--- config.mk ---
export PLATFORM = sky130hd
export DESIGN_NAME = ondra_tone_gen_flat
export DESIGN_NICKNAME = d
export VERILOG_FILES = /design/src/rtl/ondra_tone_gen_if.sv /design/src/rtl/ondra_tone_gen.sv /design/src/flat_wrapper.sv
export SDC_FILE = /design/constraint.sdc
export NUM_CORES = 1
export LEC_CHECK = 0
export ABC_CLOCK_PERIOD_IN_PS = 9940
export CELL_PAD_IN_SITES_DETAIL_PLACEMENT = 2
export CELL_PAD_IN_SITES_GLOBAL_PLACEMENT = 2
export CORE_MARGIN = 3
export CORE_UTILIZATION = 43
export CTS_BUF_LIST = sky130_fd_sc_hd__clkbuf_2
export DETAILED_ROUTE_END_ITERATION = 8
export GPL_TIMING_DRIVEN = 0
export PLACE_DENSITY = 0.91
export SKIP_LAST_GASP = 1
export SYNTH_ARGS = -nofsm -noshare
export SYNTH_HDL_FRONTEND = slang
export SYNTH_SLANG_ARGS = --single-unit
--- constraint.sdc ---
create_clock -name clk -period 9.94 [get_ports clk]
set_input_delay 2.485 -clock clk [delete_from_list [all_inputs] [get_ports clk]]
set_output_delay 2.485 -clock clk [all_outputs]
set_load 0.01 [all_outputs]
--- src/rtl/ondra_tone_gen_if.sv ---
// ondra_tone_gen_if: control and tone-output signals of the Ondra tone generator
//   tone_sel   [2:0]  tone index, taken when tone_load is high
//   tone_load         1-cycle strobe requesting tone_sel
//   mute              level, 1 = silence and park the counter
//   mode              0 = fixed-width pulse, 1 = 50% square
//   out               registered 1-bit tone output
//   cur_tone   [2:0]  tone currently being generated
//   period_end        1-cycle strobe after the last cycle of a period
interface ondra_tone_gen_if;
    logic [2:0] tone_sel;
    logic       tone_load;
    logic       mute;
    logic       mode;
    logic       out;
    logic [2:0] cur_tone;
    logic       period_end;
    modport master (output tone_sel, tone_load, mute, mode, input out, cur_tone, period_end);
    modport slave  (input tone_sel, tone_load, mute, mode, output out, cur_tone, period_end);
endinterface

--- src/rtl/ondra_tone_gen.sv ---
// ondra_tone_gen: 8-entry glitch-free tone generator for the Ondra SPO 186 audio path
//   clk        system clock
//   reset_n    asynchronous active-low reset
//   bus        ondra_tone_gen_if.slave: tone_sel/tone_load/mute/mode in,
//              out/cur_tone/period_end out (all outputs registered)
module ondra_tone_gen #(
    parameter int               CLK_FREQ   = 50_000_000,
    parameter int               CNT_W      = 18,
    parameter logic [8*18-1:0]  TONE_FREQS = {18'd2000, 18'd1600, 18'd1300, 18'd1000,
                                              18'd800, 18'd600, 18'd400, 18'd0},
    parameter int               PULSE_DIV  = 4_705
) (
    input  logic            clk,
    input  logic            reset_n,
    ondra_tone_gen_if.slave bus
);
    localparam int W_RAW = CLK_FREQ / PULSE_DIV;
    localparam int W_MAX = (1 << CNT_W) - 1;
    // Pulse width saturates at the counter range; min(W, P-1) is unchanged by this.
    localparam logic [CNT_W-1:0] W = CNT_W'(W_RAW > W_MAX ? W_MAX : W_RAW);
    typedef enum logic {IDLE, RUN} state_t;
    state_t           state;
    logic [CNT_W-1:0] p_tab [8];
    logic [CNT_W-1:0] cnt, thr, p_cur, p_nt, thr_nt;
    logic [2:0]       pend_tone, nt;
    logic             pend, wrap;
    // Period lengths are fixed at elaboration so no run-time divider is needed.
    for (genvar k = 0; k < 8; k++) begin : g_p
        localparam int F = int'(TONE_FREQS[18*k +: 18]);
        localparam int D = CLK_FREQ / (F == 0 ? 1 : F);
        localparam int P = F == 0 ? 0 : (D < 2 ? 2 : D);
        assign p_tab[k] = CNT_W'(P);
    end
    // Tone to apply at the next boundary: a load this cycle beats an older pending one.
    assign nt     = bus.tone_load ? bus.tone_sel : pend ? pend_tone : bus.cur_tone;
    assign p_nt   = p_tab[nt];
    assign thr_nt = bus.mode ? p_nt >> 1 : (W < p_nt - 1'b1 ? W : p_nt - 1'b1);
    assign p_cur  = p_tab[bus.cur_tone];
    assign wrap   = cnt == p_cur - 1'b1;
    always_ff @(posedge clk or negedge reset_n) begin
        if (!reset_n) begin
            state          <= IDLE;
            cnt            <= '0;
            thr            <= '0;
            pend           <= 1'b0;
            pend_tone      <= '0;
            bus.out        <= 1'b0;
            bus.cur_tone   <= '0;
            bus.period_end <= 1'b0;
        end else if (state == IDLE || bus.mute) begin
            // Idle, or muted while running: any requested tone becomes current so it is not lost.
            bus.cur_tone   <= nt;
            pend           <= 1'b0;
            cnt            <= '0;
            thr            <= thr_nt;
            bus.out        <= 1'b0;
            bus.period_end <= 1'b0;
            state          <= (state == IDLE && !bus.mute && p_nt != '0) ? RUN : IDLE;
        end else if (wrap) begin
            // Threshold never exceeds P-1, so the last cycle of a period always yields a low output.
            bus.cur_tone   <= nt;
            pend           <= 1'b0;
            cnt            <= '0;
            thr            <= thr_nt;
            bus.out        <= 1'b0;
            bus.period_end <= 1'b1;
            state          <= p_nt == '0 ? IDLE : RUN;
        end else begin
            cnt            <= cnt + 1'b1;
            bus.out        <= cnt < thr;
            bus.period_end <= 1'b0;
            if (bus.tone_load) begin
                pend      <= 1'b1;
                pend_tone <= bus.tone_sel;
            end
        end
    end
endmodule

--- src/flat_wrapper.sv ---
// flat-port wrapper written by rule: the top's interface ports become plain ports
module ondra_tone_gen_flat 
#(
    parameter int               CLK_FREQ   = 50_000_000,
    parameter int               CNT_W      = 18,
    parameter logic [8*18-1:0]  TONE_FREQS = {18'd2000, 18'd1600, 18'd1300, 18'd1000,
                                              18'd800, 18'd600, 18'd400, 18'd0},
    parameter int               PULSE_DIV  = 4_705
)
  (clk, reset_n, bus_tone_sel, bus_tone_load, bus_mute, bus_mode, bus_out, bus_cur_tone, bus_period_end);
  ondra_tone_gen_if bus_i ();
  input  logic clk;
  input  logic reset_n;
  input wire logic [$bits(bus_i.tone_sel)-1:0] bus_tone_sel;
  input wire logic [$bits(bus_i.tone_load)-1:0] bus_tone_load;
  input wire logic [$bits(bus_i.mute)-1:0] bus_mute;
  input wire logic [$bits(bus_i.mode)-1:0] bus_mode;
  output wire logic [$bits(bus_i.out)-1:0] bus_out;
  output wire logic [$bits(bus_i.cur_tone)-1:0] bus_cur_tone;
  output wire logic [$bits(bus_i.period_end)-1:0] bus_period_end;
  assign bus_i.tone_sel = bus_tone_sel;
  assign bus_i.tone_load = bus_tone_load;
  assign bus_i.mute = bus_mute;
  assign bus_i.mode = bus_mode;
  assign bus_out = bus_i.out;
  assign bus_cur_tone = bus_i.cur_tone;
  assign bus_period_end = bus_i.period_end;
  ondra_tone_gen #(.CLK_FREQ(CLK_FREQ), .CNT_W(CNT_W), .TONE_FREQS(TONE_FREQS), .PULSE_DIV(PULSE_DIV)) u_core (.clk(clk), .reset_n(reset_n), .bus(bus_i));
endmodule
==> key figures, run 1 <==
Outcome
  – Run status: finished clean

Critical path
  – WS Path Type: primary input to flip-flop
  – Crit path max fanout: 13
  – Worst EP required: 10.29 ns
  – Worst Setup End Kind: flip-flop
  – Worst R2R End: u_core.thr[8]
  – R2R setup slack: 5.48 ns
  – Arrival @ worst endpoint: 6.70 ns
  – CP startpoint kind: primary input
  – Worst reg-to-reg path cell count: 16
  – Worst r2r src: u_core.bus.cur_tone[0]

Routing
  – Detailed Routing Iterations Pass 1: 6
  – Number of remaining DRC errors: 0
  – WL final: 14290 um
  – Wire length per cell: 23.85 um
  – Via count: 3798
  – Vias per inst: 6.341
  – Antenna viol nets, final: 0
  – Number of DRC markers in iteration 0: 220

Power and ir drop
  – Seq pwr share: 33.8%
  – Overall power: 650.9 uW
  – Leakage: 1.919 nW
  – Combinational cell fraction of total power: 51.5%
  – Clk network pwr share: 14.7%
  – Sw Share: 45.07%
  – P per Cell Area: 149.1 nW/um^2
  – VDD IR-drop max: 58.25 uV
  – Switching pwr: 293.4 uW
  – Internal power: 357.5 uW

Synthesis
  – Top cell type by total area after synthesis: dfrtp_1
  – Yosys reg bits: 46
  – Post-Syn Area per Cell: 8.596 sq um
  – Seq/Total Area, Yosys: 28.49%
  – Area share of the largest cell type after synthesis: 28.49%
  – Post-Syn Instances: 470
  – Synthesized area: 4040 sq um
  – Distinct cells, synth: 67
  – Synth Flop Type: dfrtp_1
  – EDFF count, synth: 0
  – FFs w/ async S/R, synth: 100.0%
  – Synth area leaders: dfrtp_1, ha_1, xnor2_1
  – Post-synth top cells: nor2_1, dfrtp_1, ha_1, inv_1, xnor2_1
  – YS warnings: 0
  – Syn Nets: 512
  – Count leader, synth: nor2_1

Clock tree
  – Clock Path Buffers: 2
  – Root buffer cell: clkbuf_2
  – CTS tree: yes
  – Post-CTS Resized: 0
  – CTS Buf Count: 5
  – Reg clk slew, reported paths: 0.27 ns
  – Clk sinks: 46
  – Post-CTS setup buffers: 0
  – CTS H-Tree Depth: 2
  – Hold-fix buffers, CTS: 0
  – Worst-skew pair later-pin latency: 0.44 ns

Floorplan
  – Std-Cell Rows: 34
  – Io pins: 13
  – Die Ht: 102.9 um
  – DIE AREA: 10590 sq um
  – Starting density of the core: 45.22%
  – Area of the core: 8934 sq um
  – Die width: 102.9 um

Cells and area
  – Post-route non-filler standard cell count: 599
  – N_diodes: 0
  – Layout cell share with drive strength beyond 1: 8.961%
  – Finished Core Util: 48.85%
  – Post-route cell area: 4364 sq um
  – Area growth syn-to-layout: 8.021%
  – Nets: 532

Global route
  – Grt ovf: 0
  – Pin count of the biggest net entering global routing: 33
  – Total GRT Usage: 28.37%
  – First-pass GRT wire length: 23090 um
  – Vias in the first global route: 4230
  – Antenna violations before repair: 0

STA
  – Setup violations, final: 0
  – Pins Over Slew Limit: 0
  – Crit path time final: 6.345 ns
  – Clk_skew: 0.03570 ns
  – Fin. Hold Viols: 0
  – Setup TNS: 0 ns
  – Tightest Pin Transition: 0.5596 ns
  – Max Clock Freq: 157.6 MHz
  – Setup ws final: 3.595 ns
  – Tcrit/Tclk final: 63.84%
  – Worst-case hold slack: 0.5399 ns
  – Slew Limit Headroom: 62.35%
  – Unrepaired setup endpoints after global routing: false

Placement
  – GP Congestion: 0.8688
  – Setup slack after placement: 3.270 ns
  – Cells after DPL: 591
  – Buffers on Ports: 12
  – Detail Placement HPWL: 10550 um
  – Placed Area: 4310 sq um

Hold path
  – Worst min path class: flip-flop to flip-flop
  – Hold Path Origin: u_core.pend_tone[1]
  – Hold Path Sink: u_core.pend_tone[1]
  – Cell depth of the worst hold path: 1

Job
  – Max-cap violations: 0
## state kept, by name, indices dropped and copies added (netlist names)
name / flops
u_core.cnt: 18
u_core.thr: 18
u_core.bus.cur_tone: 3
u_core.pend_tone: 3
u_core.bus.out: 1
u_core.bus.period_end: 1
u_core.pend: 1
u_core.state: 1
## power by group through the flow
stage          Combinational, mW  Sequential, mW  Clock, mW
5_1_grt                    0.368           0.222      0.106
6_report                   0.336           0.220     0.0956
3_5_place_dp               0.327           0.222          0
4_1_cts                    0.333           0.220     0.0968
3_3_place_gp               0.304           0.220          0
2_1_floorplan              0.235           0.218          0
## cell type report
class	count	area [sq um]
tap	108	135.1
timing repair buffer	13	135.1
sequential	46	1151
buffer	33	196.4
clock buffer	5	25.02
multi-input combinational	360	2574
inverter	31	118.9
clock inverter	3	28.78
fill	975	4569
## per-layer routing
layer  part of all wire, %  up-vias  routed length (um)  track usage, %
li1                      -     1703                   -               -
met1                    45     1958                6404           37.09
met2                    50      105                7155           49.38
met3                   2.4       32                 350           2.706
met4                   2.6        0                 378           8.765
met5                     0        -                   0               0
## critical path, stage by stage
cell and delay (ns):
clkdlybuf4s50_1 0.59, inv_2 0.15, mux2i_4 0.29, inv_4 0.21
ha_1 0.38, clkbuf_1 0.44, nand2_1 0.18, a21boi_0 0.19
ha_1 0.23, a21oi_1 0.14, o221ai_1 0.13, o211a_1 0.24
o21a_1 0.18, nor2_1 0.20, buf_2 0.30, nand2_1 0.12
a31o_1 0.24
## cell usage in the layout, fill, tap and decap left out, types with 4 or more instances in the layout
cell             synthesis  routed
nor4_1                   8       8
o211ai_1                 4       4
a21o_1                   8       8
nor3_1                   9       9
buf_2                   10      11
clkbuf_2                 0       5
o21ai_0                 20      20
buf_4                    4       4
nand3_1                 16      16
nor2_1                  56      56
nor2b_1                  4       4
mux2_1                   5       5
ha_1                    34      34
a21oi_1                 19      19
dfrtp_1                 46      46
clkbuf_1                11      11
a31oi_1                  7       7
nand2b_1                 9       9
a22oi_1                  5       5
clkdlybuf4s50_1          0      11
buf_6                    6       6
and3_1                   7       7
xor2_1                  18      18
inv_1                   28      28
or4_1                    5       5
xnor2_1                 27      27
nand2_1                 25      25
mux2i_1                  7       7
## worst max-delay path by stage
stage | depth (start not counted) | slack [ns] | startpoint | endpoint
after floorplan | 14 | 4.64 | bus_tone_load | u_core.thr[8]
after global placement | 17 | 3.43 | bus_tone_load | u_core.thr[8]
after detailed placement | 17 | 3.27 | bus_tone_load | u_core.thr[8]
after CTS | 17 | 3.69 | bus_tone_load | u_core.thr[8]
after global routing | 17 | 3.30 | bus_tone_load | u_core.thr[8]
final | 17 | 3.59 | bus_tone_load | u_core.thr[8]
## cells by family (layout without fill, tap and decap cells)
| logic type | Yosys count | in the layout | synth area share [%] |
|---|---|---|---|
| AND/OR/NAND/NOR | 157 | 157 | 19.73 |
| AO/OA/AOI/OAI | 105 | 105 | 17.68 |
| buffers and inverters | 64 | 85 | 7.804 |
| flip-flops | 46 | 46 | 28.49 |
| XOR/XNOR | 45 | 45 | 9.755 |
| adder cells (fa/ha/maj) | 34 | 34 | 10.53 |
| multiplexers | 19 | 19 | 6.008 |
(Power assumes the default switching activity.)
==> run 2: changes to the inputs <==
--- a/config.mk
+++ b/config.mk
@@ -5,15 +5,15 @@
 export SDC_FILE = /design/constraint.sdc
 export NUM_CORES = 1
 export LEC_CHECK = 0
-export ABC_CLOCK_PERIOD_IN_PS = 9940
+export ABC_CLOCK_PERIOD_IN_PS = 5800
 export CELL_PAD_IN_SITES_DETAIL_PLACEMENT = 2
 export CELL_PAD_IN_SITES_GLOBAL_PLACEMENT = 2
 export CORE_MARGIN = 3
-export CORE_UTILIZATION = 43
+export CORE_UTILIZATION = 36
 export CTS_BUF_LIST = sky130_fd_sc_hd__clkbuf_2
 export DETAILED_ROUTE_END_ITERATION = 8
 export GPL_TIMING_DRIVEN = 0
-export PLACE_DENSITY = 0.91
+export PLACE_DENSITY = 0.81
 export SKIP_LAST_GASP = 1
 export SYNTH_ARGS = -nofsm -noshare
 export SYNTH_HDL_FRONTEND = slang
==> constraint.sdc (replaced) <==
create_clock -name clk -period 5.8 [get_ports clk]
set_input_delay 1.45 -clock clk [delete_from_list [all_inputs] [get_ports clk]]
set_output_delay 1.45 -clock clk [all_outputs]
set_load 0.01 [all_outputs]
==> run 2 against run 1 <==
Non-clock buffer count stayed put. Worst setup slack got worse by 3.0 ns. Cell area rose by 0.75%. Sequential power up 69%. Die area rose by 18%. Combinational power up 67%. Clock skew down 0.018 ns.
==> key figures, run 2 (synthesis results as in run 1) <==
Routing
  – Via count: 3618
  – Number of remaining DRC errors: 0
  – Antenna viol nets, final: 0
  – Vias per inst: 5.725
  – WL final: 12950 um
  – Wire length per cell: 20.49 um
  – Number of DRC markers in iteration 0: 210
  – Detailed Routing Iterations Pass 1: 4

STA
  – Fin. Hold Viols: 0
  – Setup violations, final: 0
  – Tcrit/Tclk final: 89.43%
  – Unrepaired setup endpoints after global routing: false
  – Crit path time final: 5.187 ns
  – Clk_skew: 0.01820 ns
  – Pins Over Slew Limit: 0
  – Max Clock Freq: 192.8 MHz
  – Tightest Pin Transition: 0.5754 ns
  – Setup TNS: 0 ns
  – Slew Limit Headroom: 61.39%

Power and ir drop
  – Internal power: 607.0 uW
  – P per Cell Area: 244.9 nW/um^2
  – Overall power: 1.077 mW
  – Leakage: 1.917 nW
  – Switching pwr: 469.6 uW
  – Sw Share: 43.62%
  – Clk network pwr share: 13.5%
  – Seq pwr share: 34.5%
  – VDD IR-drop max: 108.6 uV
  – Combinational cell fraction of total power: 52.0%

Placement
  – GP Congestion: 0.8580
  – Detail Placement HPWL: 10160 um
  – Buffers on Ports: 12
  – Placed Area: 4350 sq um

Global route
  – Pin count of the biggest net entering global routing: 38
  – Grt ovf: 0
  – Antenna violations before repair: 1
  – First-pass GRT wire length: 21520 um
  – Total GRT Usage: 21.17%
  – Vias in the first global route: 4081

Outcome
  – Run status: finished clean

Hold path
  – Worst min path class: flip-flop to flip-flop

Clock tree
  – Clk sinks: 46
  – Post-CTS Resized: 0
  – Clock Path Buffers: 2
  – CTS tree: yes
  – Worst-skew pair later-pin latency: 0.44 ns
  – Reg clk slew, reported paths: 0.24 ns
  – Root buffer cell: clkbuf_2
  – CTS Buf Count: 5
  – Hold-fix buffers, CTS: 0
  – Post-CTS setup buffers: 0
  – CTS H-Tree Depth: 2

Critical path
  – Arrival @ worst endpoint: 5.57 ns
  – Worst EP required: 6.18 ns
  – WS Path Type: primary input to flip-flop
  – Crit path max fanout: 13
  – Worst Setup End Kind: flip-flop
  – CP startpoint kind: primary input

Floorplan
  – DIE AREA: 12530 sq um
  – Std-Cell Rows: 38
  – Die Ht: 111.9 um
  – Die width: 111.9 um
  – Io pins: 13
  – Starting density of the core: 37.11%
  – Area of the core: 10890 sq um

Cells and area
  – Commonest non-fill, non-tap cell in the layout: nor2_1
  – Layout cell share with drive strength beyond 1: 8.961%
  – Top flop regs: u_core.cnt: 18 flops, u_core.thr: 18 flops
  – Most frequent cells in the layout: nor2_1, dfrtp_1, ha_1
  – Area growth syn-to-layout: 8.826%
  – Post-route cell area: 4397 sq um
  – Nets: 532

Job
  – Max-cap violations: 0
-- run 2: power by group through the flow --
stage	sequential (mW)	clock [mW]	combinational [mW]
final	0.372	0.145	0.560
after CTS	0.373	0.152	0.560
after global routing	0.377	0.164	0.620
after detailed placement	0.379	0	0.557
after floorplan	0.374	0	0.403
after global placement	0.376	0	0.527
-- run 2: critical path, stage by stage --
cell	delay [ns]
clkdlybuf4s50_1	0.58
inv_2	0.15
mux2i_4	0.30
inv_4	0.22
ha_1	0.38
clkbuf_1	0.41
nand2_1	0.18
a21boi_0	0.19
ha_1	0.25
a21oi_1	0.12
o221ai_1	0.13
o211a_1	0.23
o21a_1	0.18
nor2_1	0.20
buf_2	0.27
o211ai_1	0.12
a31oi_1	0.20
-- run 2: final timing paths --
| kind | endpoint | cells after the start | slack, ns | from |
|---|---|---|---|---|
| min | u_core.pend_tone[1] | 1 | 0.52 | u_core.pend_tone[1] |
| min reg2reg | u_core.pend_tone[1] | 1 | 0.52 | u_core.pend_tone[1] |
| max in group asynchronous | u_core.pend_tone[2] | 2 | 4.48 | reset_n |
| min in group asynchronous | u_core.cnt[13] | 1 | 0.81 | reset_n |
| max | u_core.thr[2] | 17 | 0.61 | bus_tone_load |
| max reg2reg | u_core.thr[2] | 15 | 1.46 | u_core.bus.cur_tone[1] |
-- run 2: cell type report --
class                           count  area [sq um]
Clock inverter                      2         13.76
Buffer                             33         196.4
Timing Repair Buffer               13         135.1
Sequential cell                    46          1151
Multi-Input combinational cell    360          2574
Inverter                           31         118.9
Antenna cell                        1         2.502
Clock buffer                        6         30.03
Fill cell                        1247          6491
Tap cell                          140         175.2
-- run 2: metrics by stage --
stage          cells  util (%)  setup slack (ns)  hold WS, ns
6_report         632     40.38            0.6133       0.5229
5_1_grt          632     40.38            0.4067       0.5498
4_1_cts          631     40.36            0.6933       0.5321
3_5_place_dp     623     39.96            0.2063       0.4839
3_3_place_gp     622     39.82            0.2928       0.4728
2_1_floorplan    470         -             1.531       0.4581
-- run 2: routing by layer --
metal | share of wire [%] | vias to the layer above | wire [um] | track usage, %
li1 | - | 1702 | - | -
met1 | 47 | 1854 | 6088 | 28.28
met2 | 49 | 46 | 6320 | 36.69
met3 | 2.4 | 16 | 312 | 2.283
met4 | 1.8 | 0 | 230 | 5.369
met5 | 0 | - | 0 | 0
